$ cat config.mk
export PLATFORM = sky130hd
export DESIGN_NAME = mul_issue_stage
export DESIGN_NICKNAME = d
export VERILOG_FILES = /design/src/rtl/mul_issue_stage.sv
export SDC_FILE = /design/constraint.sdc
export NUM_CORES = 1
export LEC_CHECK = 0
export CORE_UTILIZATION = 40
export DETAILED_ROUTE_END_ITERATION = 10
export REMOVE_ABC_BUFFERS = 1
export SETUP_SLACK_MARGIN = 0.1
export SYNTH_ARGS = -nofsm -noshare
export SYNTH_HDL_FRONTEND = slang
export SYNTH_SLANG_ARGS = --single-unit
$ cat constraint.sdc
create_clock -name clk -period 9.85 [get_ports clk]
set_input_delay 0.985 -clock clk [delete_from_list [all_inputs] [get_ports clk]]
set_output_delay 0.985 -clock clk [all_outputs]
set_load 0.01 [all_outputs]
$ cat src/rtl/mul_issue_stage.sv
// mul_issue_stage
//   Issue stage for an external combinational 32x32 multiplier. Operands are
//   registered onto mul_a/mul_b and given MUL_CYCLES clocks to settle. The
//   product is then loaded into, or added to, a 64-bit accumulator. Each
//   result is queued in a FIFO_DEPTH-entry result FIFO.
//   A FIFO slot is reserved when a request is accepted, so a push never
//   finds the FIFO full.
//
//   Optional feature: define MUL_ISSUE_ACC_SAT_EN to make accumulation
//   saturate. A carry-out clamps the result to all-ones and sets out_sat.
//   Without the macro, accumulation wraps and out_sat is tied to 0.
//
// Ports
//   clk, rst_n            clock, synchronous active-low reset
//   in_valid/in_ready     operand request handshake
//   in_a, in_b, in_acc    operands; in_acc=1 accumulates, 0 loads
//   mul_a, mul_b, mul_p   external multiplier operands / product
//   out_valid/out_ready   result FIFO head handshake
//   out_data, out_sat     head result and its saturation flag
//   busy                  high while a multiply is in flight
module mul_issue_stage #(
    parameter int MUL_CYCLES = 1,
    parameter int FIFO_DEPTH = 2
) (
    input  logic        clk,
    input  logic        rst_n,
    input  logic        in_valid,
    output logic        in_ready,
    input  logic [31:0] in_a,
    input  logic [31:0] in_b,
    input  logic        in_acc,
    output logic [31:0] mul_a,
    output logic [31:0] mul_b,
    input  logic [63:0] mul_p,
    output logic        out_valid,
    input  logic        out_ready,
    output logic [63:0] out_data,
    output logic        out_sat,
    output logic        busy
);
    localparam int PW = (FIFO_DEPTH > 1) ? $clog2(FIFO_DEPTH) : 1;
    localparam int CW = $clog2(FIFO_DEPTH + 1);

    typedef enum logic {IDLE, MUL} state_t;

    state_t          state, state_nxt;
    logic [2:0]      cnt;
    logic            acc_mode;
    logic [63:0]     acc;
    logic [PW-1:0]   wptr, rptr;
    logic [CW-1:0]   fifo_count;
    logic [63:0]     data_mem [FIFO_DEPTH];
    logic            hs, push, pop;
    logic [63:0]     result;
    logic            res_sat;

    assign hs   = in_valid && in_ready;
    assign push = (state == MUL) && (cnt == 3'd0);
    assign pop  = out_valid && out_ready;

    // Result computation from the settled product
`ifdef MUL_ISSUE_ACC_SAT_EN
    logic [64:0] sum;
    logic        sat_mem [FIFO_DEPTH];
    always_comb begin
        sum     = {1'b0, acc} + {1'b0, mul_p};
        res_sat = acc_mode && sum[64];
        result  = mul_p;
        if (acc_mode)
            result = sum[64] ? {64{1'b1}} : sum[63:0];
    end
`else
    always_comb begin
        res_sat = 1'b0;
        result  = acc_mode ? (acc + mul_p) : mul_p;
    end
`endif

    // FSM: state register
    always_ff @(posedge clk) begin
        if (!rst_n) state <= IDLE;
        else        state <= state_nxt;
    end

    // FSM: next state
    always_comb begin
        state_nxt = state;
        case (state)
            IDLE:    if (hs)   state_nxt = MUL;
            MUL:     if (push) state_nxt = IDLE;
            default: state_nxt = IDLE;
        endcase
    end

    // FSM: outputs
    always_comb begin
        busy      = (state == MUL);
        in_ready  = (state == IDLE) && (fifo_count < CW'(FIFO_DEPTH));
        out_valid = (fifo_count != '0);
        // Drive zeros when empty so idle outputs are deterministic
        out_data  = out_valid ? data_mem[rptr] : 64'd0;
`ifdef MUL_ISSUE_ACC_SAT_EN
        out_sat   = out_valid ? sat_mem[rptr] : 1'b0;
`else
        out_sat   = 1'b0;
`endif
    end

    // Datapath, counter and FIFO control
    always_ff @(posedge clk) begin
        if (!rst_n) begin
            cnt        <= 3'd0;
            acc        <= 64'd0;
            acc_mode   <= 1'b0;
            mul_a      <= 32'd0;
            mul_b      <= 32'd0;
            wptr       <= '0;
            rptr       <= '0;
            fifo_count <= '0;
        end else begin
            if (hs) begin
                mul_a    <= in_a;
                mul_b    <= in_b;
                acc_mode <= in_acc;
                cnt      <= 3'(MUL_CYCLES - 1);
            end else if ((state == MUL) && (cnt != 3'd0)) begin
                cnt <= cnt - 3'd1;
            end
            if (push) begin
                acc  <= result;
                wptr <= (wptr == PW'(FIFO_DEPTH - 1)) ? '0 : wptr + PW'(1);
            end
            if (pop)
                rptr <= (rptr == PW'(FIFO_DEPTH - 1)) ? '0 : rptr + PW'(1);
            case ({push, pop})
                2'b10:   fifo_count <= fifo_count + CW'(1);
                2'b01:   fifo_count <= fifo_count - CW'(1);
                default: fifo_count <= fifo_count;
            endcase
        end
    end

    // FIFO storage; contents are don't-care until written
    always_ff @(posedge clk) begin
        if (rst_n && push) begin
            data_mem[wptr] <= result;
`ifdef MUL_ISSUE_ACC_SAT_EN
            sat_mem[wptr]  <= res_sat;
`endif
        end
    end

endmodule

== Yosys cells after proc, flatten, opt, wreduce, memory -nomap -nowiden ==
Memory sizes are Yosys's and may differ from the RTL's. A register that Yosys moved wholly into a read port is not among the register bits.
Index checks and enable logic that the tools add are counted.
Cells by class
  add/sub/neg operators: 6
  $lt $le $gt $ge: 1
  equality and inequality tests: 2
  multiplexer cells: 12
  bitwise gates (word level): 2
  reductions and logical operators: 11
Operators by type and width (number)
  two-way mux 64 bit: 2
  adder 64 bit: 1
  two-way mux 1 bit: 8
  logical AND 1 bit: 6
  one-hot mux 2 bit (2 select lines): 1
  nonzero test 2 bit: 2
  logical NOT 3 bit: 1
  nonzero test 3 bit: 1
  subtractor 3 x 1 -> 3 bit, second input constant: 1
  adder 1 bit, second input constant: 2
  adder 2 x 1 -> 2 bit, second input constant: 1
  == test 2 x 1 -> 1 bit, second input constant: 1
  == test 2 bit, second input constant: 1
  < comparator 2 bit, second input constant: 1
  NOT 1 bit: 2
  one-hot mux 1 bit (2 select lines): 1
  OR reduction 2 bit: 1
  subtractor 2 x 1 -> 2 bit, second input constant: 1
Word-level totals
  register bits: 137
  RAM bits: 128
  input port bits: 133
  output and inout port bits: 132
  logic and storage cells: 44
  memories: 1
Memory list
  data_mem: depth 2, bits a word 64, read ports 1, clocked after Yosys merged registers in 1, wr ports 1, line 52  | logic [63:0] data_mem [FIFO_DEPTH];

== Longest topological paths before layout ==
Gate-level depths: netlist of run 1.
  depth after elaboration: 5
  mapped depth: 14
  depth with buffers taken out: 14

== Worst setup path before layout of run 1 ==
OpenSTA, ideal clock, no wires.
  kind: input to register
  start point: input port rst_n
  end point: memory data_mem[0][0] (enable)
  setup time: 564 ps
  arrival: 5936 ps
  required time: 9286 ps
  path slack: 3350 ps
  stages on the path: 4
  path buffers: 2
  cell sequence: clkbuf_1 > inv_2 > clkbuf_1 > nor3_1
Between the ends
  word-level cells in the longest chain between the ends: 3
Ends and longest elaborated chain
  from (decl): line 26  | input logic rst_n,
  logical AND 1 bit: line 145  | if (rst_n && push) begin
  two-way mux 1 bit: line 145
  two-way mux 1 bit (implied by the code): line 146  | data_mem[wptr] <= result;
  to (decl): line 52
No other way between the ends.

== Worst setup path in the final report of run 1 ==
  start point: input port mul_p[0]
  end point: register acc[54]
Between the ends
  word-level cells in the longest chain between the ends: 2
Ends and longest elaborated chain
  from (decl): line 34  | input logic [63:0] mul_p,
  adder 64 bit: line 75  | result = acc_mode ? (acc + mul_p) : mul_p;
  two-way mux 64 bit: line 75
  via result[54]: line 54  | logic [63:0] result;
  to (signal assigned): line 130  | acc <= result;
  to (decl): line 49  | logic [63:0] acc;
The timed path passes the listed nets, and every way through them passes these cells.
A chain may end at the register's enable or synchronous reset.

==> impl_metrics.sql, run 1 <==
INSERT INTO impl_metrics (metric_group, metric, value, unit) VALUES
('outcome', 'outcome', 'finished clean', ''),
('setup_path', 'crit_path_start_kind', 'input port', ''),
('global_routing', 'antenna_violations_before_repair', '2', ''),
('placed_design', 'detailed_place_hpwl', '25.87', 'mm'),
('global_routing', 'grt_pass1_wl', '59.10', 'mm'),
('drt', 'routed-wl-met2', '17.56', 'mm'),
('die', 'chipHeight', '189.4', 'um'),
('yosys', 'ys_top_cells_by_area', 'edfxtp_1 (27%), dfxtp_1 (20%), nand2_1 (7.1%)', ''),
('setup_path', 'cp_max_fo', '5', ''),
('cells_and_area', 'stdcell_count', '2195', ''),
('timing', 'layout_worst_path_cycle_share', '44.48', '%'),
('yosys', 'complex_gate_fraction_of_the_synthesized_area', '15.85', '%'),
('run', 'max_cap_violations', '0', ''),
('pwr', 'sequentialPowerShare', '36.3', '%'),
('timing', 'setup_ws', '5.469', 'ns'),
('clocking', 'post_cts_resize_count', '0', ''),
('cells_and_area', 'finalCoreUtilization', '52.37', '%'),
('drt', 'wirelength_met1', '16.40', 'mm'),
('pwr', 'finalPower', '0.003641', 'W'),
('hold_path', 'holdCritPathClass', 'flop to flop', ''),
('cells_and_area', 'area_growth_syn_to_layout', '28.74', '%'),
('clocking', 'cts_buffers', '30', ''),
('drt', 'wl_per_cell', '17.03', 'um'),
('yosys', 'syn_area_per_cell', '9.349', 'sq um'),
('global_routing', 'grt_start_max_net_pins', '79', ''),
('timing', 'setup_viol', '0', ''),
('timing', 'achievable-frequency', '228.3', 'MHz'),
('pwr', 'power.net_switching', '0.001106', 'W'),
('yosys', 'synth-simple-area-share', '15.10', '%'),
('yosys', 'syn_inst', '1503', ''),
('drt', 'drtPass1Iterations', '5', ''),
('die', 'i_o_pins', '265', ''),
('timing', 'hold_viol_final', '0', ''),
('clocking', 'cts.sinks', '266', ''),
('cells_and_area', 'layout_common_cells', 'nand2_1 (265), clkdlybuf4s50_1 (263), a21oi_1 (190)', ''),
('placed_design', 'dpl.cell_count', '2138', ''),
('global_routing', 'grt_pass1_vias', '11140', ''),
('placed_design', 'place.port_buffers', '263', ''),
('die', 'fp-row-count', '68', ''),
('clocking', 'cts.htree.levels', '1', ''),
('yosys', 'synth_seq_area_share', '47.02', '%'),
('drt', 'drc', '0', ''),
('timing', 'slew-limit-headroom', '42.16', '%'),
('yosys', 'number_of_register_bits_inferred_by_synthesis', '266', ''),
('timing', 'tightest_slew', '0.8676', 'ns'),
('pwr', 'switching_share', '30.38', '%'),
('yosys', 'synth_adder_area_share', '6.020', '%'),
('die', 'floorplan.core_area', '0.03454', 'sq mm'),
('yosys', 'yosys.area.top_type_share', '27.36', '%'),
('global_routing', 'grt_use_total', '20.46', '%'),
('drt', 'via_count', '11490', ''),
('cells_and_area', 'mostFrequentLayoutCell', 'nand2_1', ''),
('clocking', 'cts_root_buf', 'clkbuf_16', ''),
('pwr', 'share_comb_of_total_power', '30.8', '%'),
('yosys', 'edff_count_synth', '128', ''),
('setup_path', 'worstSetupEndpointType', 'flop', ''),
('pwr', 'irDropWorstVdd', '0.0001502', 'V'),
('yosys', 'synth_top_family_by_area', 'compound AO/OA/AOI/OAI gates', ''),
('yosys', 'synth_async_sr_flop_share', '0', '%'),
('timing', 'final-max-slew-violation-count', '0', ''),
('yosys', 'synthesis.area', '0.01405', 'sq mm'),
('drt', 'detailedRoute.firstIterationViolations', '647', ''),
('yosys', 'yosys_warnings', '0', ''),
('pwr', 'power.share.clock', '32.9', '%'),
('timing', 'finalWorstPathRequiredPeriod', '4.381', 'ns'),
('setup_path', 'crit_required', '10.28', 'ns'),
('global_routing', 'grt_overflow', '0', ''),
('timing', 'rsz0062_at_grt', 'no', ''),
('setup_path', 'timing.critical_path.arrival', '4.82', 'ns'),
('setup_path', 'setup.worst_path.class', 'input port to flop', ''),
('drt', 'dr_wl_met3', '2.929', 'mm');
==> synth_stat cells (all sizes together) (7+ instances only) <==
library cell / instances
buf: 30
nand3: 12
and3: 7
nand4: 22
ha: 66
o21a: 7
dfxtp: 138
nor2b: 10
edfxtp: 128
xor2: 24
o21ba: 7
xnor2: 38
and2: 11
nor3: 17
nand2b: 9
o21bai: 11
a31oi: 11
mux2i: 67
nor2: 127
o21ai: 65
a21o: 36
inv: 26
mux2: 50
clkbuf: 65
nand2: 266
a21oi: 194
==> final timing paths <==
| kind | start | end | slack (ns) | depth (start not counted) |
|---|---|---|---|---|
| min reg2reg | mul_b[2] | mul_b[2] | 0.45 | 2 |
| max | mul_p[0] | acc[54] | 5.47 | 15 |
| min | mul_b[2] | mul_b[2] | 0.45 | 2 |
| max reg2reg | acc[0] | acc[54] | 6.06 | 14 |
==> registers in the layout, summed over array words and instances (netlist names), named ones only <==
signal      count
rptr            1
cnt             3
busy            1
mul_a          32
data_mem      128
wptr            1
acc            64
acc_mode        1
fifo_count      2
mul_b          32
==> final cells by class <==
cell class,instances,area [sq um]
Fill cell,3230,16450
Multi-Input combinational cell,1116,7002
Sequential cell,266,6614
Timing Repair Buffer,275,2723
Clock buffer,43,872.1
Tap cell,455,569.3
Clock inverter,13,207.7
Inverter,26,98.84
Antenna cell,1,2.502
==> through the flow <==
step	hold slack (ns)	setup TNS [ns]	area (sq um)
finish	0.4534	0	18090
global route	0.4773	0	18090
CTS	0.4536	0	18090
detailed placement	0.4457	0	17010
global placement	0.4409	0	17010
floorplan	0.4400	-121.32	13680
==> routing by layer <==
| metal | global-route usage [%] | vias to the layer above |
|---|---|---|
| met5 | 0 | - |
| met4 | 3.877 | 2 |
| met1 | 25.68 | 5396 |
| met3 | 5.765 | 33 |
| li1 | - | 5734 |
| met2 | 35.01 | 329 |
==> power by group through the flow <==
stage / Clock [W] / Sequential [W] / Combinational, W
final: 0.00120 / 0.00132 / 0.00112
after global routing: 0.00127 / 0.00133 / 0.00123
after CTS: 0.00123 / 0.00133 / 0.00114
after detailed placement: 0 / 0.00135 / 0.00113
after global placement: 0 / 0.00134 / 0.00113
after floorplan: 0 / 0.00137 / 0.000625
==> cells by family after synthesis <==
group / Yosys count
adder cells (fa/ha/maj): 67
AO/OA/AOI/OAI: 372
multiplexers: 117
buffers and inverters: 121
XOR/XNOR: 62
other: 1
AND/OR/NAND/NOR: 497
flip-flops: 266
==> worst max-delay path, cell delays in order <==
cell             delay, ns
clkdlybuf4s50_1       0.43
ha_1                  0.25
fa_1                  0.41
a21oi_1               0.25
o211ai_1              0.14
and2_1                0.21
a211o_1               0.33
o211ai_1              0.30
nand3_1               0.18
a21oi_1               0.51
o21ai_1               0.17
xor2_1                0.17
mux2_2                0.29
nor2_1                0.11
nor2_1                0.05
Power figures use the tool's default switching activity.
==> run 2, diff against run 1 <==
--- a/config.mk
+++ b/config.mk
@@ -7,6 +7,7 @@
 export LEC_CHECK = 0
 export CORE_UTILIZATION = 40
 export DETAILED_ROUTE_END_ITERATION = 10
+export PLACE_DENSITY = 0.66
 export REMOVE_ABC_BUFFERS = 1
 export SETUP_SLACK_MARGIN = 0.1
 export SYNTH_ARGS = -nofsm -noshare
==> constraint.sdc (replaced) <==
create_clock -name clk -period 3.6 [get_ports clk]
set_input_delay 0.36 -clock clk [delete_from_list [all_inputs] [get_ports clk]]
set_output_delay 0.36 -clock clk [all_outputs]
set_load 0.01 [all_outputs]
==> impl_metrics.sql, run 2 (same netlist as run 1, synthesis figures left out) <==
INSERT INTO impl_metrics (metric_group, metric, value, unit) VALUES
('clocking', 'cts.sinks', '266', ''),
('die', 'starting_utilization_of_the_core_area', '40.68', '%'),
('drt', 'drt_wl_total', '38.90', 'mm'),
('cells_and_area', 'layout-drive-gt1-share', '14.25', '%'),
('hold_path', 'holdCritPathClass', 'input port to flop', ''),
('cells_and_area', 'stdcell_count', '2309', ''),
('drt', 'detailedRoute.firstIterationViolations', '669', ''),
('drt', 'wl_per_cell', '16.85', 'um'),
('cells_and_area', 'fillerInstances', '3100', ''),
('cells_and_area', 'max_flop_register', 'data_mem', ''),
('drt', 'via_count', '11990', ''),
('clocking', 'cts_buffers', '30', ''),
('setup_path', 'crit_path_start_kind', 'flop', ''),
('cells_and_area', 'layout_common_cells', 'nand2_1 (264), clkdlybuf4s50_1 (263), a21oi_1 (189)', ''),
('pwr', 'total_leakage_power', '7.316', 'nW'),
('outcome', 'outcome', 'finished clean', ''),
('hold_path', 'worstHoldStart', 'in_acc', ''),
('die', 'i_o_pins', '265', ''),
('timing', 'achievable-frequency', '305.0', 'MHz'),
('clocking', 'holdBufCountCts', '0', ''),
('global_routing', 'grt_use_total', '21.36', '%'),
('setup_path', 'critical-path-slowest-cell', 'o31a_1', ''),
('drt', 'drtPass1Iterations', '5', ''),
('clocking', 'cts_buffer_depth', '3', ''),
('placed_design', 'placed_area', '0.01791', 'sq mm'),
('timing', 'tightest_slew', '0.8614', 'ns'),
('timing', 'final-max-slew-violation-count', '0', ''),
('clocking', 'tritoncts', 'built', ''),
('hold_path', 'hold-path-endpoint', 'acc_mode', ''),
('timing', 'slew-limit-headroom', '42.57', '%'),
('hold_path', 'worst_hold_path.num_cells', '3', ''),
('timing', 'layout_worst_path_cycle_share', '91.07', '%'),
('setup_path', 'timing.critical_path.arrival', '3.73', 'ns'),
('setup_path', 'cp_slowest_stage_delay', '0.35', 'ns'),
('setup_path', 'setup.worst_path.class', 'flop to flop', ''),
('global_routing', 'grt_overflow', '0', ''),
('die', 'fp-row-count', '68', ''),
('global_routing', 'grt_start_max_net_pins', '77', ''),
('timing', 'timing.clock.skew', '0.01294', 'ns'),
('global_routing', 'grt_pass1_vias', '12040', ''),
('drt', 'vias_per_cell', '5.194', ''),
('cells_and_area', 'final_design_area_no_fill', '0.01896', 'sq mm'),
('setup_path', 'cp_max_fo', '3', ''),
('setup_path', 'worstSetupEndpointType', 'flop', ''),
('run', 'max_cap_violations', '0', ''),
('timing', 'setup_viol', '0', ''),
('cells_and_area', 'finalCoreUtilization', '54.89', '%'),
('setup_path', 'rrSetupSlack', '0.32', 'ns'),
('clocking', 'clock_latency', '0.57', 'ns'),
('cells_and_area', 'area_growth_syn_to_layout', '34.95', '%'),
('timing', 'finalWorstPathRequiredPeriod', '3.279', 'ns'),
('drt', 'drc', '0', ''),
('setup_path', 'rr_endpoint', 'acc[55]', ''),
('die', 'chipHeight', '189.4', 'um'),
('clocking', 'cts_root_buf', 'clkbuf_16', ''),
('pwr', 'power.density', '525.7', 'mW/mm^2'),
('setup_path', 'regToRegStartpoint', 'acc[4]', ''),
('timing', 'hold_viol_final', '0', ''),
('die', 'floorplan.core_area', '0.03454', 'sq mm'),
('cells_and_area', 'flip_flop_count_of_the_largest_register_after_layout', '128', ''),
('placed_design', 'place.port_buffers', '263', ''),
('die', 'design.die.area', '0.03588', 'sq mm'),
('cells_and_area', 'mostFrequentLayoutCell', 'nand2_1', ''),
('clocking', 'cts.htree.levels', '1', ''),
('placed_design', 'globalplace.congestion', '0.8936', ''),
('placed_design', 'dpl.cell_count', '2251', ''),
('setup_path', 'crit_path_cell_trace', 'ha_1 -> nand2_1 -> o31a_1 -> a21oi_1 -> o21ai_2 -> a211oi_1 -> buf_4 -> o21a_1 -> o211a_1 -> nor2_1 -> o21ai_1 -> xor2_1 -> mux2_2 -> o21ba_2', ''),
('clocking', 'clk_pin_slew_worst_paths', '0.06', 'ns'),
('setup_path', 'rr_worst_depth', '14', ''),
('setup_path', 'crit_required', '4.06', 'ns'),
('cells_and_area', 'largestRegisters', 'data_mem x128, acc x64', ''),
('placed_design', 'detailed_place_hpwl', '27.81', 'mm'),
('drt', 'final_antenna_net_count', '0', ''),
('cells_and_area', 'nNetsFinal', '2028', ''),
('timing', 'setup_ws', '0.3214', 'ns'),
('die', 'die_x', '189.4', 'um'),
('timing', 'rsz0062_at_grt', 'no', ''),
('pwr', 'irDropWorstVdd', '0.0004183', 'V'),
('global_routing', 'antenna_violations_before_repair', '4', ''),
('placed_design', 'pre_cts_slack', '-0.3087', 'ns'),
('clocking', 'cts_setup_buffers', '0', ''),
('global_routing', 'grt_pass1_wl', '61.96', 'mm');
==> run 2: changes by cell type in the layout (fill, tap and decap cells not counted), moves of 3 or more <==
cell	previous run	this run
buf_12	0	4
buf_4	12	121
bufinv_16	5	1
clkbuf_8	3	6
clkinv_4	3	0
==> run 2: what timing repair did <==
| action | CTS | global route |
|---|---|---|
| resized for setup | 0 | 14 |
| hold endpoints to repair | 0 | 0 |
| endpoints found under the setup margin | 0 | 33 |
==> run 2: worst max path at each step <==
stage                        start               to  slack [ns]  cells past startpoint
after floorplan             cnt[0]   data_mem[0][0]       -8.15                      6
after global placement    mul_p[0]          acc[56]       -0.25                     16
after detailed placement  mul_p[0]  data_mem[0][56]       -0.31                     16
after CTS                   acc[0]          acc[56]        0.19                     15
after global routing        acc[4]          acc[57]        0.10                     14
final                       acc[4]          acc[55]        0.32                     14
==> run 2: critical path: cells and delay by family (launching register included) <==
family	cells	cell delay [ns]
AO/OA/AOI/OAI	8	1.80
AND/OR/NAND/NOR	2	0.20
adder cells (fa/ha/maj)	1	0.33
flip-flops	1	0.31
multiplexers	1	0.30
XOR/XNOR	1	0.09
buffers and inverters	1	0.15
==> run 2: metrics by stage <==
| stage | TNS (ns) | power [W] | hold slack (ns) |
|---|---|---|---|
| after CTS | 0 | 0.01006 | 0.3186 |
| after floorplan | -919.97 | 0.005451 | 0.4400 |
| after global routing | 0 | 0.01047 | 0.3369 |
| final | 0 | 0.009969 | 0.3381 |
| after global placement | -10.53 | 0.006981 | 0.4415 |
| after detailed placement | -12.87 | 0.007019 | 0.4457 |
==> run 2: area by class of cell <==
cell class              count  area [sq um]  area share (%)
diodes                      2         5.005         0.02639
clock buffers              45         888.4           4.685
clock inverters            11         88.84          0.4685
inverters                  26         100.1          0.5279
multi-input cells        1116          7076           37.31
flip-flops and latches    266          6614           34.88
well taps                 455         569.3           3.002
repair buffers            388          3621           19.10
==> run 2: where the power goes <==
group | internal [W] | switching (W) | total (W) | leakage, nW
sequential | 0.00344 | 0.000218 | 0.00366 | 2.29
clock | 0.00177 | 0.00125 | 0.00301 | 0.469
combinational | 0.00165 | 0.00165 | 0.00329 | 4.55
==> run 2: metal layers <==
metal	share of wire [%]	vias to the layer above	global-route usage, %	routed length (um)
met3	7.4	59	5.672	2892
met1	43	5641	26.51	16870
met4	1.8	2	4.746	695
li1	-	5967	-	-
met2	47	325	36.87	18430
met5	0.033	-	0	13
==> run 3, diff against run 2 <==
--- a/config.mk
+++ b/config.mk
@@ -10,6 +10,7 @@
 export PLACE_DENSITY = 0.66
 export REMOVE_ABC_BUFFERS = 1
 export SETUP_SLACK_MARGIN = 0.1
+export SLEW_MARGIN = 20
 export SYNTH_ARGS = -nofsm -noshare
 export SYNTH_HDL_FRONTEND = slang
 export SYNTH_SLANG_ARGS = --single-unit
==> results of run 3 <==
No change in the layout: final DEF, timing and power equal those of run 2.
